**config.mk**
```make
export PLATFORM = sky130hd
export DESIGN_NAME = calc_entry_controller
export DESIGN_NICKNAME = d
export VERILOG_FILES = /design/src/rtl/calc_pkg.sv /design/src/rtl/digit_entry_buffer.sv /design/src/rtl/calc_entry_controller.sv
export SDC_FILE = /design/constraint.sdc
export NUM_CORES = 1
export LEC_CHECK = 0
export CORE_AREA = 2 2 56 58
export DETAILED_ROUTE_END_ITERATION = 8
export DIE_AREA = 0 0 58 60
export PLACE_DENSITY = 0.89
export SLEW_MARGIN = 20
export SYNTH_ARGS = -nofsm -noshare
export SYNTH_HDL_FRONTEND = slang
export SYNTH_SLANG_ARGS = --single-unit
```
**constraint.sdc**
```tcl
create_clock -name Clock -period 5.35 [get_ports Clock]
set_input_delay 0.535 -clock Clock [delete_from_list [all_inputs] [get_ports Clock]]
set_output_delay 0.535 -clock Clock [all_outputs]
set_load 0.05 [all_outputs]
```
**src/rtl/calc_pkg.sv**
```systemverilog
// Shared constants for the calculator entry path.
// Key codes, FSM state encodings and ALU opcodes.
package calc_pkg;

    localparam logic [3:0] KEY_ADD = 4'd10;
    localparam logic [3:0] KEY_SUB = 4'd11;
    localparam logic [3:0] KEY_NEG = 4'd12;
    localparam logic [3:0] KEY_EQ  = 4'd13;
    localparam logic [3:0] KEY_CLR = 4'd14;
    localparam logic [3:0] KEY_RSV = 4'd15;

    typedef enum logic [1:0] {
        ST_RESULT  = 2'b00,
        ST_ENTRY_A = 2'b01,
        ST_ENTRY_B = 2'b10,
        ST_COMPUTE = 2'b11
    } state_t;

    localparam logic OP_ADD = 1'b0;
    localparam logic OP_SUB = 1'b1;

    function automatic logic is_digit(input logic [3:0] code);
        return code <= 4'd9;
    endfunction

endpackage

```
**src/rtl/digit_entry_buffer.sv**
```systemverilog
// Three-digit BCD shift register with digit count and sign flag.
// loadFirst beats clear; clear leaves the sign equal to toggleSign.
module digit_entry_buffer
    import calc_pkg::*;
(
    input  logic       Clock,
    input  logic       reset,
    input  logic       shiftIn,
    input  logic       toggleSign,
    input  logic       clear,
    input  logic       loadFirst,
    input  logic [3:0] keyDigit,
    output logic [3:0] digit1,
    output logic [3:0] digit2,
    output logic [3:0] digit3,
    output logic [1:0] count,
    output logic       isNegative
);

    // Digit shift, saturating count and sign toggle.
    always_ff @(posedge Clock) begin
        if (reset) begin
            digit1     <= 4'd0;
            digit2     <= 4'd0;
            digit3     <= 4'd0;
            count      <= 2'd0;
            isNegative <= 1'b0;
        end else if (loadFirst) begin
            digit1     <= keyDigit;
            digit2     <= 4'd0;
            digit3     <= 4'd0;
            count      <= 2'd1;
            isNegative <= 1'b0;
        end else if (clear) begin
            digit1     <= 4'd0;
            digit2     <= 4'd0;
            digit3     <= 4'd0;
            count      <= 2'd0;
            isNegative <= toggleSign;
        end else begin
            if (shiftIn && count != 2'd3) begin
                digit3 <= digit2;
                digit2 <= digit1;
                digit1 <= keyDigit;
                count  <= count + 2'd1;
            end
            if (toggleSign) begin
                isNegative <= ~isNegative;
            end
        end
    end

endmodule

```
**src/rtl/calc_entry_controller.sv**
```systemverilog
// Keypad sequencer: digit/sign/operator entry, ALU start and watchdog.
// The state register drives stateEncoder directly.
module calc_entry_controller
    import calc_pkg::*;
#(
    parameter int ALU_TIMEOUT = 255
) (
    input  logic       Clock,
    input  logic       reset,
    input  logic       keyValid,
    input  logic [3:0] keyCode,
    input  logic       aluDone,
    output logic [1:0] stateEncoder,
    output logic       isNegative,
    output logic [3:0] digit1,
    output logic [3:0] digit2,
    output logic [3:0] digit3,
    output logic       opcode,
    output logic       aluStart,
    output logic       resultValid,
    output logic       aluError
);

    localparam int WD_W = (ALU_TIMEOUT > 0) ? $clog2(ALU_TIMEOUT + 1) : 1;
    localparam logic [WD_W-1:0] WD_LAST = WD_W'(ALU_TIMEOUT);

    state_t          state;
    logic [WD_W-1:0] watchdog;
    logic [1:0]      count;

    logic key_digit;
    logic key_op;
    logic key_neg;
    logic key_eq;
    logic key_clr;
    logic in_entry;
    logic op_val;

    logic shift_in;
    logic toggle_sign;
    logic clear_buf;
    logic load_first;

    assign stateEncoder = state;

    // Key decode and digit-buffer control from the current state.
    always_comb begin
        key_digit = keyValid && is_digit(keyCode);
        key_op    = keyValid && (keyCode == KEY_ADD || keyCode == KEY_SUB);
        key_neg   = keyValid && (keyCode == KEY_NEG);
        key_eq    = keyValid && (keyCode == KEY_EQ);
        key_clr   = keyValid && (keyCode == KEY_CLR);
        op_val    = (keyCode == KEY_SUB) ? OP_SUB : OP_ADD;
        in_entry  = (state == ST_ENTRY_A) || (state == ST_ENTRY_B);

        shift_in    = in_entry && key_digit;
        toggle_sign = key_neg && (in_entry || state == ST_RESULT);
        clear_buf   = (in_entry && key_clr)
                    || (state == ST_ENTRY_A && key_op)
                    || (state == ST_RESULT && key_neg);
        load_first  = (state == ST_RESULT) && key_digit;
    end

    digit_entry_buffer u_buf (
        .Clock      (Clock),
        .reset      (reset),
        .shiftIn    (shift_in),
        .toggleSign (toggle_sign),
        .clear      (clear_buf),
        .loadFirst  (load_first),
        .keyDigit   (keyCode),
        .digit1     (digit1),
        .digit2     (digit2),
        .digit3     (digit3),
        .count      (count),
        .isNegative (isNegative)
    );

    // Entry FSM with opcode register, ALU start pulse and watchdog.
    always_ff @(posedge Clock) begin
        if (reset) begin
            state       <= ST_ENTRY_A;
            opcode      <= OP_ADD;
            aluStart    <= 1'b0;
            resultValid <= 1'b0;
            aluError    <= 1'b0;
            watchdog    <= '0;
        end else begin
            aluStart <= 1'b0;
            case (state)
                ST_ENTRY_A: begin
                    if (key_op) begin
                        opcode <= op_val;
                        state  <= ST_ENTRY_B;
                    end
                end
                ST_ENTRY_B: begin
                    if (key_op) begin
                        if (count == 2'd0) begin
                            opcode <= op_val;
                        end
                    end else if (key_eq) begin
                        state    <= ST_COMPUTE;
                        aluStart <= 1'b1;
                        watchdog <= '0;
                    end
                end
                ST_COMPUTE: begin
                    // aluDone is ignored while the start pulse is out.
                    if (aluDone && !aluStart) begin
                        state       <= ST_RESULT;
                        resultValid <= 1'b1;
                        watchdog    <= '0;
                    end else if (watchdog == WD_LAST) begin
                        state       <= ST_RESULT;
                        resultValid <= 1'b1;
                        aluError    <= 1'b1;
                        watchdog    <= '0;
                    end else begin
                        watchdog <= watchdog + WD_W'(1);
                    end
                end
                ST_RESULT: begin
                    if (key_digit || key_neg) begin
                        state       <= ST_ENTRY_A;
                        resultValid <= 1'b0;
                        aluError    <= 1'b0;
                    end
                end
                default: begin
                    state <= ST_ENTRY_A;
                end
            endcase
        end
    end

endmodule

```
## Word level (Yosys, flattened, before mapping)

Cells that the tools add are included.

| storage, ports and cells | value |
|---|---|
| bits in registers | 29 |
| input port bits | 8 |

| cells by class | value |
|---|---|
| bitwise logic cells | 2 |
| equal/unequal tests | 19 |
| muxes and demuxes | 32 |
| add/sub/neg operators | 2 |
| order comparisons | 1 |
| reduce and logical (&&, ||, !) cells | 35 |

Operators with widths:

| cell | count |
|---|---|
| $mux W8 | 4 |
| $eq A4 B4 Y1 const B | 5 |
| $pmux W8 S2 | 1 |
| $mux W1 | 14 |
| $ne A2 B2 Y1 const B | 7 |
| $logic_and A1 B1 Y1 | 13 |
| $mux W2 | 6 |
| $mux W4 | 3 |
| $add A8 B1 Y8 const B | 1 |
| $eq A8 B8 Y1 const B | 1 |
| $pmux W2 S4 | 1 |
| $reduce_and A4 Y1 | 2 |
| $reduce_bool A2 Y1 | 4 |
| $logic_or A1 B1 Y1 | 6 |
| $pmux W1 S2 | 3 |
| $reduce_and A3 Y1 | 2 |
| $reduce_or A3 Y1 | 2 |
| $reduce_and A5 Y1 | 1 |
| $eq A2 B2 Y1 const B | 2 |
| $le A4 B4 Y1 const B | 1 |
| $logic_not A2 Y1 | 2 |
| $ne A2 B1 Y1 const B | 2 |
| $ne A3 B3 Y1 const B | 1 |
| $reduce_bool A3 Y1 | 1 |
| other kinds (5) | 6 |

## Depth between registers and ports, before layout

Gate-level depths: netlist of the first run.

| logic depth | value |
|---|---|
| word-level depth | 8 |
| mapped depth | 8 |
| mapped depth without buffers | 7 |

## Modules after synthesis

Synthesis of the first run repeated with hierarchy kept, for this count alone.

| unflattened totals | value |
|---|---|
| cell total of the unflattened synthesis | 177 |
| area total of the unflattened synthesis | 1,565.3 um2 |

Modules (own cells, without submodules):

| module | seq. area each (um2) | instances | area each (um2) | cells each |
|---|---|---|---|---|
| calc_entry_controller | 280.3 | 1 | 890.9 | 104 |
| digit_entry_buffer | 300.3 | 1 | 674.4 | 73 |

## Worst setup path before layout of the first run

No wires, ideal clock.

| path | value |
|---|---|
| path kind | flip-flop to flip-flop |
| start | register state[1] (netlist: stateEncoder[1]) |
| end | register watchdog[2] |
| arrival | 2.324 ns |
| clock period less this slack | 2.395 ns |
| data required time | 5.280 ns |
| cell stages (with the launch flop) | 7 |
| setup slack | 2.955 ns |
| path through | dfxtp_1 -> ha_1 -> inv_1 -> o31a_1 -> or3_4 -> or3b_1 -> a21oi_1 |

| on the way | value |
|---|---|
| word-level cells in the longest chain between the ends | 3 |

Ends and longest elaborated chain:

| item | line | text |
|---|---|---|
| start: declaration | calc_entry_controller.sv:27 | `state_t state;` |
| start signal: assignment | calc_entry_controller.sv:82 | `state <= ST_ENTRY_A;` |
| start signal: assignment | calc_entry_controller.sv:94 | `state <= ST_ENTRY_B;` |
| start signal: assignment | calc_entry_controller.sv:103 | `state <= ST_COMPUTE;` |
| $eq A2 B2 Y1 | calc_entry_controller.sv:90 | `case (state)` |
| $ne A2 B2 Y1 (no source line) / $reduce_bool A2 Y1 (equally long branches) | - |  |
| $reduce_and A3 Y1 (no source line) | - |  |
| end signal: assignment | calc_entry_controller.sv:120 | `watchdog <= watchdog + WD_W'(1);` |
| end: declaration | calc_entry_controller.sv:28 | `logic [WD_W-1:0] watchdog;` |

Several ways; a longest one is shown, not always the timed one.
A chain may end at the register's enable or synchronous reset.

## Final worst setup path of the first run

| path | value |
|---|---|
| start | input keyCode[1] |
| end | register u_buf.digit1[1] |

| on the way | value |
|---|---|
| word-level cells in the longest chain between the ends | 8 |

Ends and longest elaborated chain:

| item | line | text |
|---|---|---|
| start: declaration | calc_entry_controller.sv:11 | `input logic [3:0] keyCode,` |
| $eq A4 B4 Y1 | calc_entry_controller.sv:49 | `key_op = keyValid && (keyCode == KEY_ADD \|\| keyCode == KEY_SUB);` |
| $logic_or A1 B1 Y1 | calc_entry_controller.sv:49 |  |
| $logic_and A1 B1 Y1 | calc_entry_controller.sv:49 |  |
| $logic_and A1 B1 Y1 | calc_entry_controller.sv:59 | `\|\| (state == ST_ENTRY_A && key_op)` |
| $logic_or A1 B1 Y1 | calc_entry_controller.sv:59 |  |
| $logic_or A1 B1 Y1 | calc_entry_controller.sv:60 | `\|\| (state == ST_RESULT && key_neg);` |
| $mux W4 | digit_entry_buffer.sv:34 | `end else if (clear) begin` |
| $mux W4 | digit_entry_buffer.sv:28 | `end else if (loadFirst) begin` |
| end signal: assignment | digit_entry_buffer.sv:29 | `digit1 <= keyDigit;` |
| end signal: assignment | digit_entry_buffer.sv:44 | `digit1 <= keyDigit;` |
| end: declaration | digit_entry_buffer.sv:13 | `output logic [3:0] digit1,` |

Several ways; a longest one is shown, not always the timed one. The select of a mux whose other input is x is not followed.

==> metrics.txt, run 1 <==
Core Region=between 2000 and 3000 um^2; Die Footprint=around 3500 um^2; Post-synth EDFFs=0; Final TNS setup=0 ns; nets=208; Worst setup SP type=input port; Routed Antenna Nets=0; Antenna Cells=0; # DRC=0; largest net degree at the start of global routing=20; count of buffers from port buffering=26; Fill cells=between 200 and 300; Final Max Slew Viols=0; synth cell count leaders=29 x dfxtp_1, 17 x mux2i_1, 17 x nor2_1, 12 x o21ai_0, 11 x a21oi_1; DR iter-0 viols=38; Cell variety after synth=40; Worst-Skew Late Latency=0.34 ns; Power Dens Cells=approximately 340 nW/um^2; Initial Utilization=between 50% and 60%; Fmax=approximately 0.4 GHz; CTS tree=built; Post-synth ARST share=0%; global-route wire length before repair=5.29 mm; area delta synth->final=23.1%; GPL Wtd Cong=0.853; Worst EP arrival=2.79 ns; TritonCTS Sinks=29; DPL Wire Length=2.24 mm; yosys warns=0; dominant synthesized flop cell=dfxtp_1; maxcap violations=0; CP max FO=11; Via density=5.62; post-layout util=between 60% and 70%; Post-CTS Resized=0; Cells after Synth=165; initial antenna violation count=0; worst-margin pin slew=between 0.7 and 0.8 ns; FF-to-FF setup slack=around 3 ns; synthesized flop and latch total=29; count leader, synth=dfxtp_1; Cell Area, Synth=between 1000 and 1500 um^2; final WL=3.12 mm; relative slew slack=about half; Pre-Repair DR Iteration Count=4; Mean Syn Cell Area=8.83 um^2; final count of hold timing violations=0; Max stage delay on crit path=approximately 0.66 ns; drt wl/cell=between 10 and 15 um; period utilisation layout=between 40% and 50%; Area contributors post-synth=dfxtp_1 40%, mux2i_1 12%, ha_1 6.0%; cts bufs inserted=5; clock buffer depth=2; Clock Skews=between 0.005 and 0.006 ns; most area-hungry cell type in the Yosys netlist=dfxtp_1; layout cells sized above 1=7.73%; # setup viols final=0; Worst Setup End Kind=flop; Total GRT Usage=about a fifth; post-synth top area share=between 30% and 40%; Die H=60 um; WP data required=roughly 5.6 ns; Chip Width=approximately 58 um; status=finished clean; clock-pin slew on the worst setup and hold paths=roughly 0.090 ns; Hold Path Class=flop to flop; vias post-DR=about 1300; RSZ-0062 raised after global routing=false; cell row count=20; cts hold-fix bufs=0; crit path cell chain=clkdlybuf4s50_1, o21ai_0, nand4b_1, and2_1, mux2i_1, nor2_1; crit path max-delay cell type=nand4b_1; Max VDD drop=about 0.25 mV; global route overflow=0; CP Class=input port to flop; io pins=27; Tmin final=between 2 and 3 ns; Leakage=~0.0007 uW; sequential cell area fraction in the yosys report=roughly two fifths; synthesized netlist net count=180; H-tree Lvls=2; setup bufs post-CTS=0; vias in the first global route=1215; root buffer cell=clkbuf_4
## layout by cell type, fill, tap and decap left out, types with 2 or more instances in the layout
| cell type | count |
|---|---|
| a21oi_1 | 11 |
| a31oi_1 | 3 |
| and2_1 | 3 |
| clkbuf_4 | 5 |
| clkdlybuf4s50_1 | 26 |
| clkinv_2 | 2 |
| dfxtp_1 | 29 |
| ha_1 | 7 |
| inv_1 | 9 |
| mux2i_1 | 17 |
| nand2_1 | 9 |
| nand2b_1 | 5 |
| nand3_1 | 4 |
| nand4b_1 | 2 |
| nor2_1 | 17 |
| nor3_1 | 5 |
| nor3b_1 | 2 |
| o21ai_0 | 12 |
| or3_1 | 2 |
| or3b_1 | 2 |
| xnor2_1 | 2 |
## cell families (layout without fill, tap and decap cells)
| logic type | count (synthesis) | in the layout | share of synthesized area, % |
|---|---|---|---|
| buffers and inverters | 14 | 43 | 3.69 |
| AOI/OAI and AO/OA | 35 | 35 | 14.3 |
| adders and majority gates | 7 | 7 | 6.01 |
| xor gates and xnor gates | 2 | 2 | 1.20 |
| DFF | 29 | 29 | 39.9 |
| and+or+nand+nor | 60 | 60 | 22.5 |
| muxes | 18 | 18 | 12.5 |
## worst max-delay path: cells and delay by family
family                 cells  cell delay, ns
muxes                      1            0.18
and+or+nand+nor            3            1.23
buffers and inverters      1            0.52
AOI/OAI and AO/OA          1            0.33
## sequential cells by signal (all words and copies together) (netlist names)
register	count
watchdog	8
u_buf.digit1	4
u_buf.digit2	4
u_buf.digit3	4
stateEncoder	2
u_buf.count	2
aluError	1
aluStart	1
opcode	1
resultValid	1
u_buf.isNegative	1
## stage by stage
stage / hold slack (ns) / power (uW) / std cells / setup WS [ns] / instance area, um^2
4_1_cts: 0.479 / 622 / 227 / 2.83 / 1790
3_5_place_dp: 0.465 / 491 / 219 / 2.47 / 1740
2_1_floorplan: 0.449 / 426 / 165 / 2.96 / 1460
3_3_place_gp: 0.462 / 484 / 219 / 2.54 / 1740
5_1_grt: 0.514 / 653 / 227 / 2.65 / 1790
6_report: 0.475 / 618 / 227 / 2.80 / 1790
## power by group
part	internal (uW)	total, uW	switching (uW)
clock network	49.4	131	81.5
registers	235	250	15.4
logic	92.0	238	146
## metal layers
layer	routed length, um	vias to the layer above	share of wire, %	track usage (%)
met1	1400	595	45	23.9
li1	-	644	-	-
met5	0	-	0	0
met2	1480	28	47	31.5
met4	85	0	2.7	11.6
met3	153	8	4.9	8.23
## final cells by class
| cell class | instances | area [um^2] | area share, % |
|---|---|---|---|
| Sequential cell | 29 | 581 | 32.4 |
| Inverter | 9 | 33.8 | 1.88 |
| Timing Repair Buffer | 26 | 260 | 14.5 |
| Multi-Input combinational cell | 122 | 822 | 45.8 |
| Tap cell | 33 | 41.3 | 2.30 |
| Clock buffer | 5 | 37.5 | 2.09 |
| Clock inverter | 3 | 17.5 | 0.977 |
## worst paths after layout
path | cells after the start | endpoint | start
worst min register to register | 2 | watchdog[1] | watchdog[1]
worst min-delay path | 2 | watchdog[1] | watchdog[1]
worst max-delay path | 6 | u_buf.digit1[1] | keyCode[1]
worst max register to register | 6 | stateEncoder[0] | watchdog[0]
No activity file was read; power rests on OpenSTA's default activity.
==> run 2, diff against run 1 <==
- CORE_AREA: 2 2 56 58 -> 2 2 60 62
- DIE_AREA: 0 0 58 60 -> 0 0 62 64
- PLACE_DENSITY: 0.89 -> 0.83
- clock period: 5.35 -> 2.2 ns (I/O delays scaled with it)
==> run 2 against run 1 <==
  * Register-to-register slack got worse by 2.8 ns
  * Die area increased by 14%
  * First-iteration DRC count shrank 39%
  * Count of clock-buffer cells in the layout grew 2
  * Wire length increased by 3.5%
  * Utilization is 2.7 points lower
  * Sequential power up 150%
  * Power grew to 2.6 times the previous value
  * Worst hold slack gained 0.016 ns
  * Cell count increased by 12%
  * Largest power group is now combinational logic
  * Highest routed layer unchanged
==> metrics.txt, run 2 (synthesis gave the netlist of run 1 again) <==
Die H=64 um; sw frac=between 30% and 40%; Pre-Repair DR Iteration Count=4; Hold Path Class=flop to flop; Cell Int Power=between 900 and 1000 uW; # setup viols final=0; sequential share of power=between 30% and 40%; Comb pwr share=41.1%; CP Class=flop to flop; GPL Wtd Cong=around 0.84; Seq. cell area=slightly below 600 um^2; Fmax=0.488 GHz; vias post-DR=1321; initial antenna violation count=0; cts hold-fix bufs=0; Biggest register=watchdog; clock-pin slew on the worst setup and hold paths=around 0.090 ns; Worst setup SP type=flop; leading cell type in the layout, fill and taps excluded=dfxtp_1; Total GRT Usage=approximately 19%; Die Footprint=approximately 4000 um^2; status=finished clean; post-layout util=59.1%; Final TNS setup=0 ns; Core Region=roughly 3300 um^2; CP max FO=6; global route overflow=0; switching power=582 uW; multi-input logic area=838 um^2; Tmin final=about 2.0 ns; relative slew slack=roughly 66%; # placed instances=247; non-filler cells, final=approximately 250; RSZ-0062 raised after global routing=false; io pins=27; total power=around 1600 uW; cts bufs inserted=5; Worst EP arrival=roughly 2.3 ns; leading cell types in the layout, fill and taps excluded=27 x dfxtp_1, 26 x clkdlybuf4s50_1, 17 x nor2_1, 17 x mux2i_1, 15 x buf_4; Routed Antenna Nets=0; Via density=5.20; DPL Wire Length=roughly 2.4 mm; nets=between 200 and 250; final count of hold timing violations=0; met3 Track Usage GR=5.67%; Power Dens Cells=815 nW/um^2; Final Max Slew Viols=0; final WL=approximately 3.2 mm; clock buffer depth=2; clock network power share=around 20%; Worst-Skew Late Latency=~0.32 ns; area delta synth->final=33.2%; Worst Setup End Kind=flop; global-route wire length before repair=about 5.5 mm; TritonCTS Sinks=29; most used routing layer=met2; maxcap violations=0; drt wl/cell=12.7 um; Post-CTS Resized=0; cell row count=21; Fill cells=around 300; setup bufs post-CTS=0; WP data required=between 2 and 2.5 ns; worst-margin pin slew=slightly above 0.5 ns; Chip Width=approximately 62 um; period utilisation layout=93.1%; met1 usage=23.1%; GR Util met2=slightly below 30%; Max VDD drop=about 0.46 mV; layout cells sized above 1=15.4%; largest net degree at the start of global routing=11; Leakage=between 0.0007 and 0.0008 uW; max FFs per register=8; vias in the first global route=~1200; H-tree Lvls=2; root buffer cell=clkbuf_4; Antenna Cells=0; # DRC=0; CTS tree=built; count of buffers from port buffering=26; Clock Skews=about 0.0042 ns; Initial Utilization=around 44%; DR iter-0 viols=23
run 2: critical path: stages (launching register included):
cell and delay (ns):
dfxtp_1 0.34, ha_1 0.23, and4_1 0.25, nor3b_1 0.16, buf_4 0.14, or3_4 0.35
or3b_1 0.40, a21oi_2 0.13
run 2: path summary, 6_finish.rpt:
kind / from / cells after the start / slack (ns) / end
worst max register to register: watchdog[0] / 7 / 0.15 / watchdog[2]
worst max-delay path: watchdog[0] / 7 / 0.15 / watchdog[2]
worst min register to register: watchdog[1] / 2 / 0.49 / watchdog[1]
worst min-delay path: watchdog[1] / 2 / 0.49 / watchdog[1]
run 2: final cells by class:
type / count / share of cell area [%]
clock buffers: 7 / 2.84
inverters: 9 / 1.74
multi-input cells: 122 / 43.2
flip-flops and latches: 29 / 30.0
well taps: 46 / 2.97
repair buffers: 41 / 19.2
run 2: routing by layer:
metal  vias up  routed length (um)
met5         -                   0
met4         0                  63
met3         7                 173
met2        36                1470
met1       604                1530
li1        674                   -
run 2: through the flow:
stage / instance area [um^2] / setup WS, ns / hold WS, ns
finish: 1940 / 0.151 / 0.490
global route: 1940 / 0.0408 / 0.517
CTS: 1920 / 0.0757 / 0.490
detailed placement: 1870 / 0.0683 / 0.478
global placement: 1870 / 0.0953 / 0.466
floorplan: 1460 / 0.0141 / 0.356
run 2: power groups by stage:
stage	clock network (uW)	registers, uW	logic (uW)
final	318	614	650
after global routing	353	622	704
after CTS	331	612	645
after detailed placement	0	625	636
after global placement	0	621	625
after floorplan	0	738	300
==> run 3, diff against run 2 <==
- CAP_MARGIN: default -> 10
- GPL_ROUTABILITY_DRIVEN: default -> 0
- SETUP_SLACK_MARGIN: default -> 0.15
==> run 3 against run 2 <==
  * Count of clock-buffer cells in the layout unchanged
  * Global-route usage down 0.092 points
  * Cell area up 0.52%
  * Clock power about the same
  * Critical path type unchanged
==> metrics.txt, run 3 (synthesis gave the netlist of run 1 again) <==
io pins=27; root buffer cell=clkbuf_4; max FFs per register=8; GR Util met2=28.5%; drt wl/cell=roughly 13 um; # placed instances=approximately 250; Via density=about 5.2; Post-CTS Resized=0; status=finished clean; FF-to-FF setup slack=about 0.20 ns; CP bufs+invs=2; Core Region=~3300 um^2; Crit path max-delay family=simple AND/OR/NAND/NOR gates; non-filler cells, final=around 250; critical path's most frequent cell=inv_1; H-tree Lvls=2; Tmin final=~2 ns; Final Hold Slack=0.475 ns; crit path cell chain=inv_1, ha_4, inv_1, o31a_1, or3_4, or3b_1, a21oi_1; vias in the first global route=~1200; relative slew slack=roughly two thirds; Final Max Slew Viols=0; hold depth=2; Routed Antenna Nets=0; period utilisation layout=about nine tenths; CTS tree=built; Worst EP arrival=roughly 2.3 ns; met1 usage=around a quarter; Worst-Skew Late Latency=approximately 0.33 ns; cts hold-fix bufs=0; Hold Path Class=flop to flop; total power=roughly 1600 uW; Clock Skews=roughly 0.0049 ns; Biggest register=watchdog; met3 Track Usage GR=around 6.7%; clock-pin slew on the worst setup and hold paths=roughly 0.080 ns; initial antenna violation count=0; RSZ-0062 raised after global routing=true; Chip Width=62 um; Worst Setup End Kind=flop; worst-margin pin slew=between 0.5 and 0.6 ns; Worst R2R End=watchdog[2]; Max stage delay on crit path=around 0.4 ns; WP data required=~2.5 ns; Die Footprint=slightly below 4000 um^2; leading cell types in the layout, fill and taps excluded=27 x dfxtp_1, 26 x clkdlybuf4s50_1, 17 x nor2_1, 17 x mux2i_1, 15 x buf_4; DR iter-0 viols=58; cts bufs inserted=5; final count of hold timing violations=0; Critical R2R Launch=stateEncoder[0]; global route overflow=0; # setup viols final=0; TritonCTS Sinks=29; Fill cells=roughly 300; Fmax=0.499 GHz; hold path start=watchdog[1]; vias post-DR=1322; nets=223; most used routing layer=met2; Total GRT Usage=between 10% and 20%; setup bufs post-CTS=0; maxcap violations=0; global-route wire length before repair=about 5.5 mm; count of buffers from port buffering=26; clock buffer depth=2; multi-input logic area=843 um^2; area delta synth->final=33.9%; DPL Wire Length=approximately 2.4 mm; Pre-Repair DR Iteration Count=4; cell row count=21; Seq. cell area=slightly below 600 um^2; R2R depth=7; layout cells sized above 1=15.9%; CP Class=flop to flop; Worst setup SP type=flop; largest net degree at the start of global routing=18; Hold EP=watchdog[1]; Final TNS setup=0 ns; leading cell type in the layout, fill and taps excluded=dfxtp_1; Leakage=0.000778 uW; Die H=64 um; Power Dens Cells=a little over 800 nW/um^2; Initial Utilization=between 40% and 50%; Max VDD drop=0.389 mV; CP max FO=5; final WL=about 3.2 mm; crit path max-delay cell type=or3_4; Antenna Cells=0; # DRC=0
-- run 3: changes by cell type in the layout (fill, tap and decap cells not counted) --
cell and change:
dfxtp_2 -2, dfxtp_4 +2, a21oi_1 +1, a21oi_2 -1, a31oi_1 -1, a31oi_2 +1, and4_1 -1, and4_4 +1
-- run 3: power by group --
part / total [uW] / leakage, uW / internal, uW / switching, uW
logic: 638 / 0.000511 / 269 / 369
clock network: 321 / 0.0000314 / 150 / 171
registers: 616 / 0.000236 / 577 / 39.6
-- run 3: routing by layer --
layer  vias up  wire [um]
li1        670          -
met5         -          0
met4         0         53
met1       623       1500
met3         5        118
met2        24       1560
-- run 3: worst max path at each step --
stage          depth (start not counted)          end  slack (ns)             from
6_report                               7  watchdog[2]        0.20  stateEncoder[0]
5_1_grt                                7  watchdog[2]        0.07  stateEncoder[0]
4_1_cts                                7  watchdog[2]        0.16  stateEncoder[0]
3_5_place_dp                           6  watchdog[2]        0.04       keyCode[1]
3_3_place_gp                           6  watchdog[2]        0.07       keyCode[1]
2_1_floorplan                          7  watchdog[2]        0.18  stateEncoder[0]
-- run 3: worst reg2reg max path, delay by kind of cell (launching register included) --
| family | cells | cell delay, ns |
|---|---|---|
| AOI/OAI and AO/OA | 2 | 0.40 |
| buffers and inverters | 2 | 0.20 |
| adders and majority gates | 1 | 0.18 |
| and+or+nand+nor | 2 | 0.79 |
| DFF | 1 | 0.37 |
-- run 3: stage by stage --
stage | setup WS, ns | instance area, um^2 | utilization (%)
floorplan | 0.177 | 1470 | -
global placement | 0.0746 | 1880 | 57.1
detailed placement | 0.0376 | 1880 | 57.1
CTS | 0.164 | 1930 | 58.8
global route | 0.0701 | 1950 | 59.4
finish | 0.197 | 1950 | 59.4
-- run 3: layout make-up --
class                           instances  area share, %
Tap cell                               46           2.95
Timing Repair Buffer                   41           19.1
Clock buffer                            7           2.82
Multi-Input combinational cell        122           43.2
Sequential cell                        29           30.1
Inverter                                9           1.73
